$ cat config.mk
export PLATFORM = sky130hd
export DESIGN_NAME = motor_drive_ctrl_flat
export DESIGN_NICKNAME = d
export VERILOG_FILES = /design/src/rtl/motor_drive_ctrl_if.sv /design/src/rtl/motor_drive_ctrl.sv /design/src/flat_wrapper.sv
export SDC_FILE = /design/constraint.sdc
export NUM_CORES = 1
export LEC_CHECK = 0
export ABC_CLOCK_PERIOD_IN_PS = 6400
export CAP_MARGIN = 20
export CORE_UTILIZATION = 30
export DETAILED_ROUTE_END_ITERATION = 8
export GPL_ROUTABILITY_DRIVEN = 0
export GPL_TIMING_DRIVEN = 0
export PLACE_DENSITY = 0.56
export SYNTH_ARGS = -nofsm -noshare
export SYNTH_HDL_FRONTEND = slang
export SYNTH_SLANG_ARGS = --single-unit
$ cat constraint.sdc
create_clock -name clk -period 6.4 [get_ports clk]
set_input_delay 0.64 -clock clk [delete_from_list [all_inputs] [get_ports clk]]
set_output_delay 0.64 -clock clk [all_outputs]
set_load 0.005 [all_outputs]
$ cat src/rtl/motor_drive_ctrl_if.sv
// Rider/commutator-side signal bundle for motor_drive_ctrl.
// master drives the rider, lever and hall inputs; slave is the controller.
interface motor_drive_ctrl_if;
  logic        en;
  logic [11:0] target_mag;
  logic        brake_lever_n;
  logic        hallGrn;
  logic        hallYlw;
  logic        hallBlu;
  logic        PWM_synch;
  logic        clr_fault;
  logic [11:0] drv_mag;
  logic        brake_n;
  logic [2:0]  state;
  logic        fault;
  logic [1:0]  fault_code;

  modport master (
    output en, target_mag, brake_lever_n, hallGrn, hallYlw, hallBlu, PWM_synch, clr_fault,
    input  drv_mag, brake_n, state, fault, fault_code
  );

  modport slave (
    input  en, target_mag, brake_lever_n, hallGrn, hallYlw, hallBlu, PWM_synch, clr_fault,
    output drv_mag, brake_n, state, fault, fault_code
  );
endinterface

$ cat src/rtl/motor_drive_ctrl.sv
// Motor drive controller: synchronized brake/hall inputs, slew-limited drive magnitude, stall/hall faults.
// Define HALL_SEQ_CHECK_EN to also fault (code 11) on out-of-order hall commutation.
module motor_drive_ctrl #(
  parameter logic [11:0] RAMP_STEP     = 12'd16,
  parameter logic [11:0] STALL_MAG     = 12'h100,
  parameter logic [15:0] STALL_PERIODS = 16'd2000
) (
  input logic               clk,
  input logic               rst_n,
  motor_drive_ctrl_if.slave mdc
);

  typedef enum logic [2:0] {
    IDLE  = 3'd0,
    RAMP  = 3'd1,
    RUN   = 3'd2,
    BRAKE = 3'd3,
    FAULT = 3'd4
  } state_t;

  localparam logic [1:0] FC_NONE    = 2'b00;
  localparam logic [1:0] FC_STALL   = 2'b01;
  localparam logic [1:0] FC_INVALID = 2'b10;
  localparam logic [1:0] FC_SEQ     = 2'b11;

  logic [1:0]  r_brake_sync;
  logic [2:0]  r_hall_s1;
  logic [2:0]  r_hall_s2;
  state_t      r_state;
  logic [11:0] r_drv_mag;
  logic        r_brake_n;
  logic [1:0]  r_fault_code;
  logic [2:0]  r_prev_hall;
  logic        r_prev_vld;
  logic [15:0] r_stall_cnt;
  logic [1:0]  r_inv_cnt;

  state_t      w_state_nxt;
  logic [11:0] w_mag_nxt;
  logic        w_brake_n_nxt;
  logic [1:0]  w_code_nxt;
  logic [2:0]  w_prev_hall_nxt;
  logic        w_prev_vld_nxt;
  logic [15:0] w_stall_cnt_nxt;
  logic [1:0]  w_inv_cnt_nxt;
  logic        w_fault_det;
  logic [1:0]  w_fault_code_det;
  logic [11:0] w_target_eff;
  logic [11:0] w_diff;
  logic [11:0] w_step;
  logic        w_active;
  logic        w_hall_vld;
  logic        w_brake_lo;

`ifdef HALL_SEQ_CHECK_EN
  function automatic logic [2:0] hall_pos(input logic [2:0] h);
    case (h)
      3'b101:  return 3'd0;
      3'b100:  return 3'd1;
      3'b110:  return 3'd2;
      3'b010:  return 3'd3;
      3'b011:  return 3'd4;
      default: return 3'd5;
    endcase
  endfunction

  // Neighbours in the six-step ring are one position apart, or five across the wrap.
  function automatic logic hall_adjacent(input logic [2:0] a, input logic [2:0] b);
    logic [2:0] pa;
    logic [2:0] pb;
    logic [2:0] d;
    pa = hall_pos(a);
    pb = hall_pos(b);
    d  = (pa >= pb) ? (pa - pb) : (pb - pa);
    return (d == 3'd1) || (d == 3'd5);
  endfunction
`endif

  always_ff @(posedge clk or negedge rst_n) begin
    if (!rst_n) begin
      r_brake_sync <= 2'b00;
      r_hall_s1    <= 3'b000;
      r_hall_s2    <= 3'b000;
    end else begin
      r_brake_sync <= {r_brake_sync[0], mdc.brake_lever_n};
      r_hall_s1    <= {mdc.hallGrn, mdc.hallYlw, mdc.hallBlu};
      r_hall_s2    <= r_hall_s1;
    end
  end

  assign w_brake_lo   = ~r_brake_sync[1];
  assign w_target_eff = mdc.en ? mdc.target_mag : 12'd0;
  assign w_active     = (r_state == RAMP) || (r_state == RUN);
  assign w_hall_vld   = (r_hall_s2 != 3'b000) && (r_hall_s2 != 3'b111);
  assign w_diff       = (w_target_eff >= r_drv_mag) ? (w_target_eff - r_drv_mag) : (r_drv_mag - w_target_eff);
  assign w_step       = (w_diff > RAMP_STEP) ? RAMP_STEP : w_diff;

  // Hall supervision: only PWM-aligned samples taken while driving count.
  always_comb begin
    w_stall_cnt_nxt  = r_stall_cnt;
    w_inv_cnt_nxt    = r_inv_cnt;
    w_prev_hall_nxt  = r_prev_hall;
    w_prev_vld_nxt   = r_prev_vld;
    w_fault_det      = 1'b0;
    w_fault_code_det = FC_NONE;
    if (!w_active) begin
      w_stall_cnt_nxt = 16'd0;
      w_inv_cnt_nxt   = 2'd0;
      w_prev_vld_nxt  = 1'b0;
    end else begin
      if (r_drv_mag < STALL_MAG) w_stall_cnt_nxt = 16'd0;
      if (mdc.PWM_synch) begin
        if (!w_hall_vld) begin
          w_stall_cnt_nxt = 16'd0;
          w_inv_cnt_nxt   = r_inv_cnt + 2'd1;
          if (r_inv_cnt == 2'd2) begin
            w_fault_det      = 1'b1;
            w_fault_code_det = FC_INVALID;
          end
        end else begin
          w_inv_cnt_nxt   = 2'd0;
          w_prev_hall_nxt = r_hall_s2;
          w_prev_vld_nxt  = 1'b1;
          if (r_prev_vld && (r_hall_s2 == r_prev_hall) && (r_drv_mag >= STALL_MAG)) begin
            w_stall_cnt_nxt = r_stall_cnt + 16'd1;
            if ((r_stall_cnt + 16'd1) == STALL_PERIODS) begin
              w_fault_det      = 1'b1;
              w_fault_code_det = FC_STALL;
            end
          end else begin
            w_stall_cnt_nxt = 16'd0;
          end
`ifdef HALL_SEQ_CHECK_EN
          if (r_prev_vld && (r_hall_s2 != r_prev_hall) && !hall_adjacent(r_hall_s2, r_prev_hall)) begin
            w_fault_det      = 1'b1;
            w_fault_code_det = FC_SEQ;
          end
`endif
        end
      end
    end
  end

  always_comb begin
    w_state_nxt   = r_state;
    w_mag_nxt     = r_drv_mag;
    w_brake_n_nxt = r_brake_n;
    w_code_nxt    = r_fault_code;
    if (w_fault_det) begin
      w_state_nxt   = FAULT;
      w_mag_nxt     = 12'd0;
      w_brake_n_nxt = 1'b1;
      w_code_nxt    = w_fault_code_det;
    end else if (w_brake_lo && ((r_state == IDLE) || w_active)) begin
      w_state_nxt   = BRAKE;
      w_mag_nxt     = 12'd0;
      w_brake_n_nxt = 1'b0;
    end else begin
      case (r_state)
        IDLE: begin
          w_mag_nxt     = 12'd0;
          w_brake_n_nxt = 1'b1;
          if (mdc.en && (mdc.target_mag != 12'd0)) w_state_nxt = RAMP;
        end
        RAMP: begin
          if ((r_drv_mag == w_target_eff) && (w_target_eff != 12'd0)) begin
            w_state_nxt = RUN;
          end else if ((r_drv_mag == 12'd0) && !mdc.en) begin
            w_state_nxt = IDLE;
          end else if (mdc.PWM_synch) begin
            w_mag_nxt = (w_target_eff > r_drv_mag) ? (r_drv_mag + w_step) : (r_drv_mag - w_step);
          end
        end
        RUN: begin
          if (w_target_eff != r_drv_mag) w_state_nxt = RAMP;
        end
        BRAKE: begin
          w_mag_nxt = 12'd0;
          if (!w_brake_lo) begin
            w_state_nxt   = IDLE;
            w_brake_n_nxt = 1'b1;
          end
        end
        FAULT: begin
          w_mag_nxt     = 12'd0;
          w_brake_n_nxt = 1'b1;
          if (mdc.clr_fault && !mdc.en) begin
            w_state_nxt = IDLE;
            w_code_nxt  = FC_NONE;
          end
        end
        default: begin
          w_state_nxt   = IDLE;
          w_mag_nxt     = 12'd0;
          w_brake_n_nxt = 1'b1;
          w_code_nxt    = FC_NONE;
        end
      endcase
    end
  end

  always_ff @(posedge clk or negedge rst_n) begin
    if (!rst_n) begin
      r_state      <= IDLE;
      r_drv_mag    <= 12'd0;
      r_brake_n    <= 1'b1;
      r_fault_code <= FC_NONE;
      r_prev_hall  <= 3'b000;
      r_prev_vld   <= 1'b0;
      r_stall_cnt  <= 16'd0;
      r_inv_cnt    <= 2'd0;
    end else begin
      r_state      <= w_state_nxt;
      r_drv_mag    <= w_mag_nxt;
      r_brake_n    <= w_brake_n_nxt;
      r_fault_code <= w_code_nxt;
      r_prev_hall  <= w_prev_hall_nxt;
      r_prev_vld   <= w_prev_vld_nxt;
      r_stall_cnt  <= w_stall_cnt_nxt;
      r_inv_cnt    <= w_inv_cnt_nxt;
    end
  end

  assign mdc.drv_mag    = r_drv_mag;
  assign mdc.brake_n    = r_brake_n;
  assign mdc.state      = r_state;
  assign mdc.fault      = (r_state == FAULT);
  assign mdc.fault_code = r_fault_code;

endmodule

$ cat src/flat_wrapper.sv
// flat-port wrapper written by rule: the top's interface ports become plain ports
module motor_drive_ctrl_flat 
#(
  parameter logic [11:0] RAMP_STEP     = 12'd16,
  parameter logic [11:0] STALL_MAG     = 12'h100,
  parameter logic [15:0] STALL_PERIODS = 16'd2000
)
  (clk, rst_n, mdc_en, mdc_target_mag, mdc_brake_lever_n, mdc_hallGrn, mdc_hallYlw, mdc_hallBlu, mdc_PWM_synch, mdc_clr_fault, mdc_drv_mag, mdc_brake_n, mdc_state, mdc_fault, mdc_fault_code);
  motor_drive_ctrl_if mdc_i ();
  input logic clk;
  input logic rst_n;
  input wire logic [$bits(mdc_i.en)-1:0] mdc_en;
  input wire logic [$bits(mdc_i.target_mag)-1:0] mdc_target_mag;
  input wire logic [$bits(mdc_i.brake_lever_n)-1:0] mdc_brake_lever_n;
  input wire logic [$bits(mdc_i.hallGrn)-1:0] mdc_hallGrn;
  input wire logic [$bits(mdc_i.hallYlw)-1:0] mdc_hallYlw;
  input wire logic [$bits(mdc_i.hallBlu)-1:0] mdc_hallBlu;
  input wire logic [$bits(mdc_i.PWM_synch)-1:0] mdc_PWM_synch;
  input wire logic [$bits(mdc_i.clr_fault)-1:0] mdc_clr_fault;
  output wire logic [$bits(mdc_i.drv_mag)-1:0] mdc_drv_mag;
  output wire logic [$bits(mdc_i.brake_n)-1:0] mdc_brake_n;
  output wire logic [$bits(mdc_i.state)-1:0] mdc_state;
  output wire logic [$bits(mdc_i.fault)-1:0] mdc_fault;
  output wire logic [$bits(mdc_i.fault_code)-1:0] mdc_fault_code;
  assign mdc_i.en = mdc_en;
  assign mdc_i.target_mag = mdc_target_mag;
  assign mdc_i.brake_lever_n = mdc_brake_lever_n;
  assign mdc_i.hallGrn = mdc_hallGrn;
  assign mdc_i.hallYlw = mdc_hallYlw;
  assign mdc_i.hallBlu = mdc_hallBlu;
  assign mdc_i.PWM_synch = mdc_PWM_synch;
  assign mdc_i.clr_fault = mdc_clr_fault;
  assign mdc_drv_mag = mdc_i.drv_mag;
  assign mdc_brake_n = mdc_i.brake_n;
  assign mdc_state = mdc_i.state;
  assign mdc_fault = mdc_i.fault;
  assign mdc_fault_code = mdc_i.fault_code;
  motor_drive_ctrl #(.RAMP_STEP(RAMP_STEP), .STALL_MAG(STALL_MAG), .STALL_PERIODS(STALL_PERIODS)) u_core (.clk(clk), .rst_n(rst_n), .mdc(mdc_i));
endmodule
==> results.sh <==
export IMPL_status="completed"
export IMPL_clk_pin_slew_worst_paths_ns=0.07
export IMPL_grtUsageTotal_pct=16.1
export IMPL_synth_top_area_share_pct=27.1
export IMPL_critPathCaptureType="register"
export IMPL_dpl_instance_area_um2=4970
export IMPL_ys_top_cells_by_count="51 x o21ai_0, 49 x nand2_1, 47 x dfrtp_1"
export IMPL_yosysSeqAreaShare_pct=27.7
export IMPL_crit_type="input pin to register"
export IMPL_clock_skew_ns=0.00585
export IMPL_hold_violations=0
export IMPL_fmax_mhz=161
export IMPL_crit_path_top_delay_cell="or4_4"
export IMPL_setup_viol=0
export IMPL_fin_crit_ns=6.22
export IMPL_startpoint_type="input pin"
export IMPL_synth_edff_count=0
export IMPL_grt_pass1_wl_mm=19.3
export IMPL_clk_path_buf_depth=2
export IMPL_worst_pin_slew_ns=0.860
export IMPL_syn_inst=524
export IMPL_syn_nets=586
export IMPL_ctsHoldBuffers=0
export IMPL_max_stage_delay_ns=0.58
export IMPL_worstPathRequired_ns=6.62
export IMPL_core_um2=14000
export IMPL_n_fill_cell=1394
export IMPL_fin_hold_ws_ns=0.326
export IMPL_insertion_delay_ns=0.29
export IMPL_cp_max_fo=8
export IMPL_cts_tree="done"
export IMPL_antenna_cells=0
export IMPL_maxSlewHeadroom_pct=42.2
export IMPL_finalCritPeriodShare_pct=97.1
export IMPL_area_growth_syn_to_layout_pct=32.4
export IMPL_arrival_ns=6.44
export IMPL_hpwl_mm=8.82
export IMPL_final_cell_area_um2=5750
export IMPL_die_w_um=122
export IMPL_post_route_util_pct=41.1
export IMPL_rows=43
export IMPL_drtPass1Iterations=4
export IMPL_drv_cap=0
export IMPL_drtAntennaViolNets=0
export IMPL_synth_area_leaders="dfrtp_1 27%, ha_1 11%, o21ai_0 5.9%, nand2_1 4.2%, inv_1 3.3%"
export IMPL_synth_area_per_cell_um2=8.29
export IMPL_ys_seq_elements=48
export IMPL_num_vias=4195
export IMPL_viasPerCell=5.32
export IMPL_grt_pass1_vias=4012
export IMPL_yosysMostFrequentCell="o21ai_0"
export IMPL_async_flop_share_pct=100
export IMPL_drive_above_1_share_pct=20.0
export IMPL_clock_sinks=48
export IMPL_die_h_um=122
export IMPL_drcViolationCount=0
export IMPL_io_pin_count=40
export IMPL_p_per_area_nw_per_um2=230
export IMPL_start_util_pct=31.0
export IMPL_root_buffer="clkbuf_16"
export IMPL_drv_slew=0
export IMPL_grt_overflow_total=0
export IMPL_final_nets=670
export IMPL_synth_cell_types=69
export IMPL_die_area_um2=15000
export IMPL_grt_max_degree=27
export IMPL_wl_per_cell_um=15.4
export IMPL_yosysTopAreaCell="dfrtp_1"
export IMPL_leakagePower_uw=0.00260
export IMPL_irDropWorstVdd_mv=0.114
export IMPL_ys_flop_type="dfrtp_1"
export IMPL_portBuffers=39
export IMPL_grt_antenna_before_repair=0
export IMPL_drt_initial_drc_count=309
export IMPL_h_tree_depth=2
export IMPL_numCtsBuffers=5
export IMPL_yosys_warnings=0
export IMPL_hp_class="input pin to async pin"
export IMPL_synth_area_um2=4340
export IMPL_wirelength_mm=12.2
flip-flops by register name, indices dropped and copies added (netlist names):
register,cells
u_core.mdc.brake_n,1
u_core.mdc.drv_mag,12
u_core.mdc.fault_code,2
u_core.mdc.state,3
u_core.r_brake_sync,2
u_core.r_hall_s1,3
u_core.r_hall_s2,3
u_core.r_inv_cnt,2
u_core.r_prev_hall,3
u_core.r_prev_vld,1
u_core.r_stall_cnt,16
path summary, 6_finish.rpt:
path | startpoint | end | slack (ns) | cells after the start
max | mdc_en | u_core.mdc.drv_mag[11] | 0.18 | 30
min | rst_n | u_core.r_stall_cnt[3] | 0.33 | 1
max reg2reg | u_core.mdc.drv_mag[1] | u_core.mdc.drv_mag[11] | 0.31 | 25
min reg2reg | u_core.r_brake_sync[0] | u_core.r_brake_sync[1] | 0.35 | 0
max in group asynchronous | rst_n | u_core.mdc.drv_mag[1] | 5.52 | 2
min in group clk | u_core.r_brake_sync[0] | u_core.r_brake_sync[1] | 0.35 | 0
timing repair:
| action | 4_1_cts | 5_1_grt |
|---|---|---|
| resized for setup | 37 | 47 |
| setup buffers | 17 | 20 |
| pin swaps | 19 | 25 |
| endpoints found under the setup margin | 9 | 4 |
| endpoints found under the hold margin | 0 | 0 |
stage by stage:
step,setup WS [ns],TNS [ns],power (µW),std cells
floorplan,0.0211,0,735,524
global placement,-1.53,-7.36,875,743
detailed placement,-1.54,-7.90,885,744
CTS,0.0337,0,1280,769
global route,-0.0604,-0.0604,1400,789
finish,0.183,0,1320,789
layout make-up:
class / count / area (µm²) / area share [%]
multi-input combinational: 418 / 3130 / 54.4
sequential: 48 / 1200 / 20.9
timing repair buffer: 77 / 722 / 12.6
tap: 180 / 225 / 3.92
inverter: 38 / 143 / 2.48
buffer: 20 / 133 / 2.31
clock buffer: 5 / 125 / 2.18
clock inverter: 3 / 68.8 / 1.20
power breakdown:
| part | internal (µW) | total, µW | switching [µW] |
|---|---|---|---|
| registers | 337 | 366 | 29.3 |
| logic | 288 | 607 | 319 |
| clock network | 225 | 347 | 122 |
layout by cell type (no fill, tap or decap), types with 6 or more instances in the layout:
cell and n:
nand2b_1 11, a21o_1 7, ha_4 7, nor3_1 13, and2_1 7, nand2_2 7
nand2_1 42, dlymetal6s2s_1 7, buf_6 6, a21oi_1 27, xor2_1 8, clkbuf_1 11
o21a_1 8, ha_1 30, o31ai_1 12, o21ai_0 45, inv_1 38, a31oi_1 8
xnor2_1 12, nor2_1 31, nor2b_1 7, a22o_1 9, mux2i_1 7, or3_1 14
buf_4 37, clkdlybuf4s50_1 29, dfrtp_1 46, nand3_1 10
per-layer routing:
metal  global-route usage, %  vias up  part of all wire, %  routed length (µm)
met5                       0        -                    0                   0
met4                    5.64        0                  2.1                 258
met3                    2.04       21                  4.0                 492
met2                    26.5      112                   47                5710
met1                    21.6     1997                   47                5710
li1                        -     2065                    -                   -
cells by family after synthesis:
logic type                 count (synthesis)  synth area share [%]
AOI/OAI and AO/OA                        162                  25.1
xor gates and xnor gates                  20                  4.03
adders and majority gates                 41                  12.3
buffers and inverters                     58                  5.76
DFF                                       48                  27.7
muxes                                     11                  2.65
and+or+nand+nor                          184                  22.5
worst max-delay path: cells and delay by family:
kind | cells | cell delay, ns
compound gates | 9 | 1.66
fa+ha+maj | 3 | 0.78
buf+inv | 7 | 0.93
simple gates | 11 | 2.41
(Power assumes the default switching activity.)
